## src/rtl/sync_fifo_param.sv

```systemverilog
// Single-clock FIFO with occupancy count, programmable almost flags,
// read-valid strobe, sticky error flags and a synchronous flush.
module sync_fifo_param #(
    parameter int WIDTH    = 8,
    parameter int DEPTH    = 16,
    parameter int ADDR_W   = $clog2(DEPTH),
    parameter int AF_LEVEL = DEPTH - 2,
    parameter int AE_LEVEL = 2
) (
    input  logic              clk,
    input  logic              rst,
    input  logic              wr,
    input  logic [WIDTH-1:0]  data_in,
    input  logic              rd,
    output logic [WIDTH-1:0]  data_out,
    output logic              rd_valid,
    input  logic              clear,
    output logic              full,
    output logic              empty,
    output logic              almost_full,
    output logic              almost_empty,
    output logic [ADDR_W:0]   count,
    output logic              overflow,
    output logic              underflow
);

    localparam logic [ADDR_W:0] DEPTH_C = (ADDR_W+1)'(DEPTH);
    localparam logic [ADDR_W:0] AF_C    = (ADDR_W+1)'(AF_LEVEL);
    localparam logic [ADDR_W:0] AE_C    = (ADDR_W+1)'(AE_LEVEL);

    logic [WIDTH-1:0] mem_q [DEPTH];
    logic [ADDR_W:0]  wr_ptr_q, wr_ptr_d;
    logic [ADDR_W:0]  rd_ptr_q, rd_ptr_d;
    logic [WIDTH-1:0] data_out_q, data_out_d;
    logic             rd_valid_q, rd_valid_d;
    logic             overflow_q, overflow_d;
    logic             underflow_q, underflow_d;
    logic             rd_acc, wr_acc, mem_we;

    // Pointers carry one extra wrap bit so full and empty stay distinct.
    assign count        = wr_ptr_q - rd_ptr_q;
    assign full         = (count == DEPTH_C);
    assign empty        = (count == '0);
    assign almost_full  = (count >= AF_C);
    assign almost_empty = (count <= AE_C);

    assign data_out  = data_out_q;
    assign rd_valid  = rd_valid_q;
    assign overflow  = overflow_q;
    assign underflow = underflow_q;

    always_comb begin
        rd_acc      = rd & ~empty;
        wr_acc      = wr & (~full | rd_acc);
        mem_we      = 1'b0;
        wr_ptr_d    = wr_ptr_q;
        rd_ptr_d    = rd_ptr_q;
        data_out_d  = data_out_q;
        rd_valid_d  = 1'b0;
        overflow_d  = overflow_q | (wr & ~wr_acc);
        underflow_d = underflow_q | (rd & empty);
        if (clear) begin
            // Flush wins: requests in this cycle are dropped, data_out holds.
            wr_ptr_d    = '0;
            rd_ptr_d    = '0;
            overflow_d  = 1'b0;
            underflow_d = 1'b0;
        end else begin
            if (wr_acc) begin
                mem_we   = 1'b1;
                wr_ptr_d = wr_ptr_q + 1'b1;
            end
            if (rd_acc) begin
                data_out_d = mem_q[rd_ptr_q[ADDR_W-1:0]];
                rd_ptr_d   = rd_ptr_q + 1'b1;
                rd_valid_d = 1'b1;
            end
        end
    end

    always_ff @(posedge clk or negedge rst) begin
        if (!rst) begin
            wr_ptr_q    <= '0;
            rd_ptr_q    <= '0;
            data_out_q  <= '0;
            rd_valid_q  <= 1'b0;
            overflow_q  <= 1'b0;
            underflow_q <= 1'b0;
        end else begin
            wr_ptr_q    <= wr_ptr_d;
            rd_ptr_q    <= rd_ptr_d;
            data_out_q  <= data_out_d;
            rd_valid_q  <= rd_valid_d;
            overflow_q  <= overflow_d;
            underflow_q <= underflow_d;
        end
    end

    // Storage is deliberately not reset.
    always_ff @(posedge clk) begin
        if (mem_we) begin
            mem_q[wr_ptr_q[ADDR_W-1:0]] <= data_in;
        end
    end

endmodule

```

## config.mk

```make
export PLATFORM = sky130hd
export DESIGN_NAME = sync_fifo_param
export DESIGN_NICKNAME = d
export VERILOG_FILES = /design/src/rtl/sync_fifo_param.sv
export SDC_FILE = /design/constraint.sdc
export NUM_CORES = 1
export LEC_CHECK = 0
export BUFFER_PORTS_ARGS = -buffer_cell sky130_fd_sc_hd__buf_4
export CELL_PAD_IN_SITES_DETAIL_PLACEMENT = 1
export CELL_PAD_IN_SITES_GLOBAL_PLACEMENT = 2
export CORE_ASPECT_RATIO = 0.5
export CORE_MARGIN = 3
export CORE_UTILIZATION = 35
export DETAILED_ROUTE_END_ITERATION = 16
export PLACE_DENSITY_LB_ADDON = 0.1
export SKIP_LAST_GASP = 1
export SLEW_MARGIN = 30
export SYNTH_ARGS = -nofsm -noshare
export SYNTH_HDL_FRONTEND = slang
export SYNTH_SLANG_ARGS = --single-unit
```

## constraint.sdc

```tcl
create_clock -name clk -period 3.7 [get_ports clk]
set_input_delay 0 -clock clk [delete_from_list [all_inputs] [get_ports clk]]
set_output_delay 0 -clock clk [all_outputs]
set_load 0.02 [all_outputs]
```

==> out/results.ini, run 1 <==
[run_status]
run_status = complete, no violations

[global_routing]
grt-ovfl-total = 0
track_usage_pct = 17.60
grt_pass1_vias = 3898
grt_max_degree = 37
antenna_found_initial = 0
grt_pass1_wl_um = 24760

[clocking]
clk_pin_slew_ps = 70
cts_buffer_depth = 2
clock_latency_ps = 430
cts_buffers = 17
cts_tree = built
cts_sinks = 149
root_buffer = clkbuf_16
ctsHtreeMaxLevel = 4

[synthesis]
netlist_area_um2 = 6276
syn_area_per_cell_um2 = 17.05
yosys.area_share.simple_pct = 7.057
synth_top_family_by_area = multiplexers
synthMuxAreaShare_pct = 13.80
synth_xor_area_share_pct = 0.7974
yosysWarnings = 0
synth_fp_nets = 391
synth_cells = 368
synth_ff_type = edfxtp_1
synth-compound-area-share_pct = 4.705
synth-seq-cells = 149
synth_cell_types = 43
async_flop_share_pct = 14.09
synth_edf_count = 128
synthAdderAreaFrac_pct = 2.113
ys_seq_area_share_pct = 69.62

[route]
drcViolationCount = 0
via_count = 3498
drt-initial-drc-count = 302
via_per_inst = 5.244
ant_nets = 0
first_pass_iters = 4
routedWlPerCell_um = 24.27
wl_um = 16190

[layout]
syn_to_final_growth_pct = 20.93
nets = 450
final_cell_mix = edfxtp_1, buf_4, mux4_2
final_common_cell = edfxtp_1
drive_gt1_share_pct = 31.82
n_antenna_cell = 0
finalNonFillerCells = 667
final_area_um2 = 7590

[place]
place_area_um2 = 6860
dpl.hpwl_um = 10840
placed_cells = 622
gp_congestion = 0.7651
port_buffers = 32

[setup_path]
path_delay_family = simple AND/OR/NAND/NOR gates
start_kind = flip-flop
cp.arrival_ps = 3400
cp_max_fo = 17
cp.required_ps = 3790
reg2reg_from = wr_ptr_q[0]
path_common_cell = nor2_1
critical_path.max_stage_delay_ps = 710
cp_cell_sequence = inv_1 > ha_1 > fa_1 > xnor2_2 > nor4b_2 > nor2_1 > nor3_4 > nor2_1
critPathKind = reg -> reg
cp-startpoint = wr_ptr_q[0]
crit_buf_inv = 1
crit_slowest_cell = nor3_4
critPathCaptureType = flip-flop

[sta]
max_freq_ghz = 0.3013
worst_pin_slew_ps = 910.5
rsz0062_at_grt = no
setup_viol = 0
fin_setup_tns_ps = 0
timing.hold.ws_ps = 39.04
finalCritPeriodShare_pct = 89.70
fin_worst_skew_ps = 10.07
slew_violations = 0
fin_crit_ps = 3319
max_slew_margin_pct = 39.10
hold_violations = 0

[pwr]
p_leak_nw = 2.607
ir_drop_mv = 0.6413
powerDensity_nw_per_um2 = 729.9

[floorplan]
die_area_um2 = 19670
fp-row-count = 33
core_um2 = 16970
initial_core_util_pct = 36.98
die_w_um = 195.4
die_y_um = 100.7
ioPinCount = 33

[flow_run]
maxCapViolCount = 0

[worst_hold_path]
hold_class = in -> async

[cell usage after synthesis (2+ instances only)]
library cell,n,area [um^2]
xor2_1,2,17.52
mux4_2,32,720.7
a31oi_1,3,18.77
ha_1,9,112.6
a21oi_1,5,25.02
nand3b_1,2,15.01
inv_1,11,41.29
nor2b_1,5,31.28
dfrtp_1,21,525.5
clkbuf_1,10,37.54
o211ai_1,2,15.01
a41oi_1,2,17.52
buf_2,6,30.03
o22ai_1,16,100.1
nor4_1,2,12.51
edfxtp_1,128,3844
or4_1,5,37.54
nor2_1,32,120.1
nand2_1,19,71.32
nor3_1,13,65.06
mux2_2,12,135.1
nand3_1,8,40.04
o2111ai_1,3,26.28
[layer usage]
layer | global-route usage (%) | vias to the layer above | part of all wire, %
met1 | 25.02 | 1800 | 45
met5 | 0 | - | 0
met3 | 4.374 | 13 | 7.9
met4 | 4.050 | 0 | 0.80
li1 | - | 1587 | -
met2 | 27.66 | 98 | 47
[path summary, 6_finish.rpt]
| kind | to | slack (ps) | cells past startpoint |
|---|---|---|---|
| worst max-delay path | mem_q[6][2] | 380 | 8 |
| worst min-delay path | data_out[5] | 40 | 2 |
| max in group asynchronous | rd_ptr_q[0] | 3350 | 2 |
| worst max register to register | mem_q[6][2] | 380 | 8 |
| min in group clk | mem_q[12][0] | 470 | 2 |
| worst min register to register | data_out[4] | 520 | 1 |
[state kept, by name (all words and copies together), names as in the netlist]
name / cells
mem_q: 128
data_out: 8
rd_ptr_q: 5
wr_ptr_q: 5
overflow: 1
rd_valid: 1
underflow: 1
[worst register-to-register path: cells and delay by family, from the launching register on]
| family | cells | cell delay (ps) |
|---|---|---|
| XOR/XNOR | 1 | 210 |
| buffers and inverters | 1 | 120 |
| adder cells (fa/ha/maj) | 2 | 650 |
| flip-flops | 1 | 420 |
| AND/OR/NAND/NOR | 4 | 1570 |
[through the flow]
stage	util (%)	power, mW	setup slack (ps)
final	44.72	5.539	381.0
after detailed placement	40.43	3.876	284.8
after global placement	40.22	3.838	407.7
after CTS	44.68	5.620	246.8
after global routing	44.72	5.844	84.74
after floorplan	-	3.237	280.3
[area by class of cell]
class / instances / area (um^2)
Clock buffer: 17 / 425.4
Clock inverter: 15 / 166.4
Fill cell: 1648 / 9380
Inverter: 11 / 41.29
Multi-Input combinational cell: 191 / 1842
Sequential cell: 149 / 4370
Tap cell: 227 / 284.0
Timing Repair Buffer: 57 / 460.4
[power by group]
part / internal [mW] / switching (mW) / leakage [nW] / total (mW)
registers: 1.94 / 0.0677 / 1.42 / 2.01
clock network: 0.912 / 0.809 / 0.292 / 1.72
logic: 0.765 / 1.05 / 0.893 / 1.81
total: 3.61 / 1.93 / 2.61 / 5.54
[logic make-up (layout without fill, tap and decap cells)]
family / count (synthesis) / count (layout)
compound gates: 41 / 41
xor+xnor: 4 / 4
fa+ha+maj: 10 / 10
buf+inv: 28 / 100
flops: 149 / 149
mux: 45 / 45
simple gates: 91 / 91
[repair_timing]
action,4_1_cts,5_1_grt
setup buffers,0,0
hold buffers,13,0
resized for setup,0,0
hold endpoints to repair,154,0
Power figures use the tool's default switching activity.
==> inputs of run 2 (changes only) <==
Settings changed: CORE_UTILIZATION 35 to 46, SLEW_MARGIN 30 to 20.
==> out/results.ini, run 2 (synthesis results as in run 1) <==
[floorplan]
die_y_um = 88.60  ; -12%
die_w_um = 171.2  ; -12%
core_um2 = 12990  ; -23%
fp-row-count = 29  ; -12%
ioPinCount = 33  ; unchanged
initial_core_util_pct = 48.31  ; +11 points
die_area_um2 = 15170  ; -23%

[global_routing]
grt_max_degree = 37  ; unchanged
grt-ovfl-total = 0  ; unchanged
grt_pass1_vias = 3912  ; +0.36%
track_usage_pct = 23.32  ; +5.7 points
grt_pass1_wl_um = 24920  ; +0.61%
antenna_found_initial = 0  ; unchanged

[pwr]
p_leak_nw = 2.615  ; +0.30%
ir_drop_mv = 0.7697  ; +20%
power.total_mw = 5.762  ; +4.0%
powerDensity_nw_per_um2 = 762.7  ; +4.5%

[layout]
n_antenna_cell = 0  ; unchanged
ff_latch_area_um2 = 4370  ; unchanged
fillCellCount = 1204  ; -27%
nets = 447  ; -0.67%
finalNonFillerCells = 607  ; -9.0%
multi_input_area_um2 = 1844  ; +0.14%
final_area_um2 = 7555  ; -0.46%
drive_gt1_share_pct = 31.58  ; -0.24 points
syn_to_final_growth_pct = 20.37
largest_reg_flops = 128  ; unchanged
final_cell_mix = edfxtp_1, buf_4, nor2_1, mux4_2, dfrtp_1
final_common_cell = edfxtp_1

[route]
drcViolationCount = 0  ; unchanged
first_pass_iters = 5  ; +1
ant_nets = 0  ; unchanged
routedWlPerCell_um = 26.70  ; +10%
wl_met3_um = 1049  ; -18%
drt-initial-drc-count = 353  ; +17%
via_per_inst = 6.036  ; +15%
wl_met2_um = 7674  ; +1.8%
top_layer = met4
wl_um = 16210  ; +0.11%
via_count = 3664  ; +4.7%
met1_length_um = 7357  ; +1.5%

[place]
place_area_um2 = 6744  ; -1.7%
placed_cells = 563  ; -9.5%
gp_congestion = 0.7926  ; +3.6%
dpl.hpwl_um = 10400  ; -4.1%
port_buffers = 32  ; unchanged
place_ws_ps = 204.1  ; -80.68 ps

[run_status]
run_status = complete, no violations

[setup_path]
cp.required_ps = 3760  ; -30 ps
start_kind = flip-flop
critPathCaptureType = flip-flop
reg2regPathDepth = 8  ; unchanged
r2r_setup_slack_ps = 290  ; -90 ps
critPathKind = reg -> reg
cp_max_fo = 17  ; unchanged
reg2reg_from = wr_ptr_q[0]
cp.arrival_ps = 3470  ; +70 ps
r2r_end = mem_q[2][1]

[sta]
slew_violations = 0  ; unchanged
max_freq_ghz = 0.2934  ; -2.6%
finalCritPeriodShare_pct = 92.11  ; +2.4 points
worst_slack_ps = 291.9  ; -89.08 ps
fin_worst_skew_ps = 11.86  ; +1.791 ps
hold_violations = 0  ; unchanged
fin_setup_tns_ps = 0  ; unchanged
setup_viol = 0  ; unchanged
worst_pin_slew_ps = 907.0  ; -3.475 ps
fin_crit_ps = 3408  ; +89.08 ps
rsz0062_at_grt = no
max_slew_margin_pct = 39.34  ; +0.23 points

[clocking]
clock_latency_ps = 420  ; about the same
ctsHoldBuffers = 12  ; -1
root_buffer = clkbuf_16
cts_buffer_depth = 2  ; unchanged
cts_resized = 0  ; unchanged
cts_setup_buffers = 0  ; unchanged
cts_buffers = 17  ; unchanged
clk_pin_slew_ps = 70  ; about the same
cts_tree = built
cts_sinks = 149  ; unchanged
ctsHtreeMaxLevel = 4  ; unchanged

[worst_hold_path]
hold_class = in -> async

[flow_run]
maxCapViolCount = 0  ; unchanged

-- run 2: cell types whose count changed in the layout (fill, tap and decap cells not counted), moves of 2 or more --
cell,before,now
buf_4,44,42
bufinv_16,0,4
clkinv_8,3,0
inv_8,5,2
-- run 2: routing by layer --
layer	vias to the layer above	track usage (%)
met2	145	36.95
met1	1925	33.55
li1	1584	-
met4	0	5.036
met3	10	5.712
met5	-	0
-- run 2: worst max-delay path, stage by stage, from the launching register on --
cell and delay, ps:
dfrtp_1 440, inv_1 120, ha_1 240, fa_1 430
xnor2_2 200, nor4b_2 310, nor2_1 140, nor3_4 710
nor2_1 450
-- run 2: power by group --
group          switching [mW]  internal (mW)  leakage, nW
Combinational            1.09          0.760        0.877
Clock                   0.737           1.17        0.316
Sequential             0.0659           1.94         1.42
Total                    1.89           3.87         2.61
-- run 2: stage by stage --
step,hold WS (ps),utilization [%]
2_1_floorplan,-295.6,-
3_3_place_gp,-59.05,51.88
3_5_place_dp,-47.13,51.92
4_1_cts,46.73,57.85
5_1_grt,70.93,58.16
6_report,60.57,58.16
-- run 2: layout make-up --
cell class	count	share of cell area, %
clock buffers	18	5.813
clock inverters	14	2.799
inverters	11	0.5465
multi-input cells	191	24.41
flip-flops and latches	149	57.85
well taps	170	2.816
repair buffers	54	5.763
-- run 2: worst max-delay path by stage --
stage                 from          end  slack, ps
2_1_floorplan  rd_ptr_q[2]  mem_q[3][0]        280
3_3_place_gp   wr_ptr_q[0]  mem_q[0][5]        400
3_5_place_dp   wr_ptr_q[0]  mem_q[8][1]        200
4_1_cts        wr_ptr_q[0]  mem_q[1][1]        190
5_1_grt        wr_ptr_q[0]  mem_q[6][0]         70
6_report       wr_ptr_q[0]  mem_q[2][1]        290
==> inputs of run 3 (changes only) <==
Settings changed: SETUP_SLACK_MARGIN set to 0.5.
==> out/results.ini, run 3 (synthesis results as in run 1) <==
[setup_path]
cp_cell_sequence = inv_1 > ha_1 > fa_1 > xnor2_2 > a211oi_1 > nor2_1 > nor3_4 > nor4_2
reg2regPathDepth = 8  ; unchanged
r2r_setup_slack_ps = 500  ; +200 ps
cp.required_ps = 3740  ; -20 ps
r2r_end = mem_q[7][5]
critPathKind = reg -> reg
crit_slowest_cell = nor4_2
critPathCaptureType = flip-flop
reg2reg_from = wr_ptr_q[0]
cp.arrival_ps = 3240  ; -230 ps
start_kind = flip-flop
critical_path.max_stage_delay_ps = 840  ; +130 ps
cp_max_fo = 11  ; -6

[layout]
nets = 452  ; +1.1%
syn_to_final_growth_pct = 21.57
final_common_cell = edfxtp_1
final_cell_mix = edfxtp_1, buf_4, mux4_2
largest_reg_flops = 128  ; unchanged
drive_gt1_share_pct = 33.71  ; +2.1 points
final_core_util_pct = 58.74  ; +0.58 points
n_antenna_cell = 0  ; unchanged

[clocking]
cts_tree = built
clk_pin_slew_ps = 60  ; about the same
cts_buffer_depth = 2  ; unchanged
root_buffer = clkbuf_16
cts_buffers = 17  ; unchanged
ctsHtreeMaxLevel = 4  ; unchanged
cts_sinks = 149  ; unchanged
clock_latency_ps = 420  ; about the same

[place]
dpl.hpwl_um = 10550  ; +1.4%
gp_congestion = 0.8193  ; +3.4%
port_buffers = 32  ; unchanged

[pwr]
powerDensity_nw_per_um2 = 748.9  ; -1.8%
p_sw_mw = 1.924  ; +1.6%
power_frac_seq_pct = 34.9  ; about the same
ir_drop_mv = 0.7914  ; +2.8%
netSwitchingFraction_pct = 33.67  ; +0.81 points
internal-power_mw = 3.791  ; -2.0%
p_comb_share_pct = 34.7  ; +2.6 points
p_leak_nw = 2.614  ; about the same
p_clk_share_pct = 30.4  ; -2.7 points

[route]
via_per_inst = 6.049  ; +0.21%
routedWlPerCell_um = 25.68  ; -3.8%
drcViolationCount = 0  ; unchanged
wl_um = 15720  ; -3.0%
first_pass_iters = 5  ; unchanged
drt-initial-drc-count = 302  ; -14%
ant_nets = 0  ; unchanged
via_count = 3702  ; +1.0%

[sta]
fin_worst_skew_ps = 10.22  ; -1.640 ps
worst_pin_slew_ps = 1003  ; +96.35 ps
hold_violations = 0  ; unchanged
finalCritPeriodShare_pct = 86.58  ; -5.5 points
fin_setup_tns_ps = 0  ; unchanged
setup_viol = 0  ; unchanged
max_slew_margin_pct = 32.55  ; -6.8 points
max_freq_ghz = 0.3122  ; +6.4%
rsz0062_at_grt = yes
slew_violations = 0  ; unchanged
fin_crit_ps = 3203  ; -204.7 ps

[floorplan]
ioPinCount = 33  ; unchanged
die_y_um = 88.60  ; unchanged
die_area_um2 = 15170  ; unchanged
initial_core_util_pct = 48.31  ; unchanged
die_w_um = 171.2  ; unchanged
core_um2 = 12990  ; unchanged
fp-row-count = 29  ; unchanged

[worst_hold_path]
min_path_cells = 3
min_from = rd
whs_endpoint = underflow
hold_class = in -> reg

[global_routing]
antenna_found_initial = 0  ; unchanged
grt_pass1_wl_um = 24040  ; -3.5%
track_usage_pct = 22.33  ; -1.0 points
grt-ovfl-total = 0  ; unchanged
grt_max_degree = 37  ; unchanged
grt_pass1_vias = 3864  ; -1.2%

[run_status]
run_status = complete, no violations

[flow_run]
maxCapViolCount = 0  ; unchanged

run 3: routing by layer:
metal / track usage (%) / wire (um)
met5: 0 / 0
met4: 5.328 / 126
met3: 4.418 / 938
met2: 33.54 / 7181
met1: 34.11 / 7470
run 3: stage by stage:
step,setup slack [ps],hold slack (ps),instance area [um^2],cells,power [mW]
after floorplan,280.3,-295.6,6316,368,3.243
after global placement,405.9,-76.37,6741,558,3.821
after detailed placement,197.9,-69.57,6741,558,3.875
after CTS,430.1,4.920,7528,605,5.652
after global routing,292.0,31.55,7630,612,5.988
final,496.6,8.522,7630,612,5.714
run 3: cell type report:
| type | count | area, um^2 |
|---|---|---|
| Multi-Input combinational cell | 191 | 1939 |
| Clock inverter | 15 | 166.4 |
| Sequential cell | 149 | 4370 |
| Timing Repair Buffer | 59 | 474.2 |
| Clock buffer | 17 | 425.4 |
| Fill cell | 1180 | 5360 |
| Inverter | 11 | 41.29 |
| Tap cell | 170 | 212.7 |
run 3: worst max-delay path: cells and delay by family, from the launching register on:
kind | cells | cell delay, ps
simple gates | 3 | 1240
fa+ha+maj | 2 | 650
flops | 1 | 380
xor+xnor | 1 | 310
compound gates | 1 | 120
buf+inv | 1 | 100
run 3: power by group through the flow:
stage / Sequential, mW / Combinational [mW] / Clock (mW)
final: 1.99 / 1.98 / 1.74
after global routing: 2.01 / 2.15 / 1.83
after CTS: 2.00 / 1.89 / 1.76
after detailed placement: 2.03 / 1.84 / 0
after global placement: 2.02 / 1.80 / 0
after floorplan: 2.09 / 1.16 / 0
run 3: repair_timing:
action	CTS	global route
buffers inserted	4	7
endpoints found under the setup margin	121	130
resized for setup	10	9
hold endpoints to repair	153	0
hold buffers	11	0
pin swaps	1	2
run 3: worst max path at each step:
stage                      startpoint           to  slack (ps)  cells after the start
after floorplan           rd_ptr_q[2]  mem_q[3][0]         280                      9
after global placement    wr_ptr_q[0]  mem_q[1][5]         410                      8
after detailed placement  wr_ptr_q[0]  mem_q[1][5]         200                      8
after CTS                 wr_ptr_q[0]  mem_q[7][5]         430                      8
after global routing      wr_ptr_q[0]  mem_q[7][5]         290                      8
final                     wr_ptr_q[0]  mem_q[7][5]         500                      8
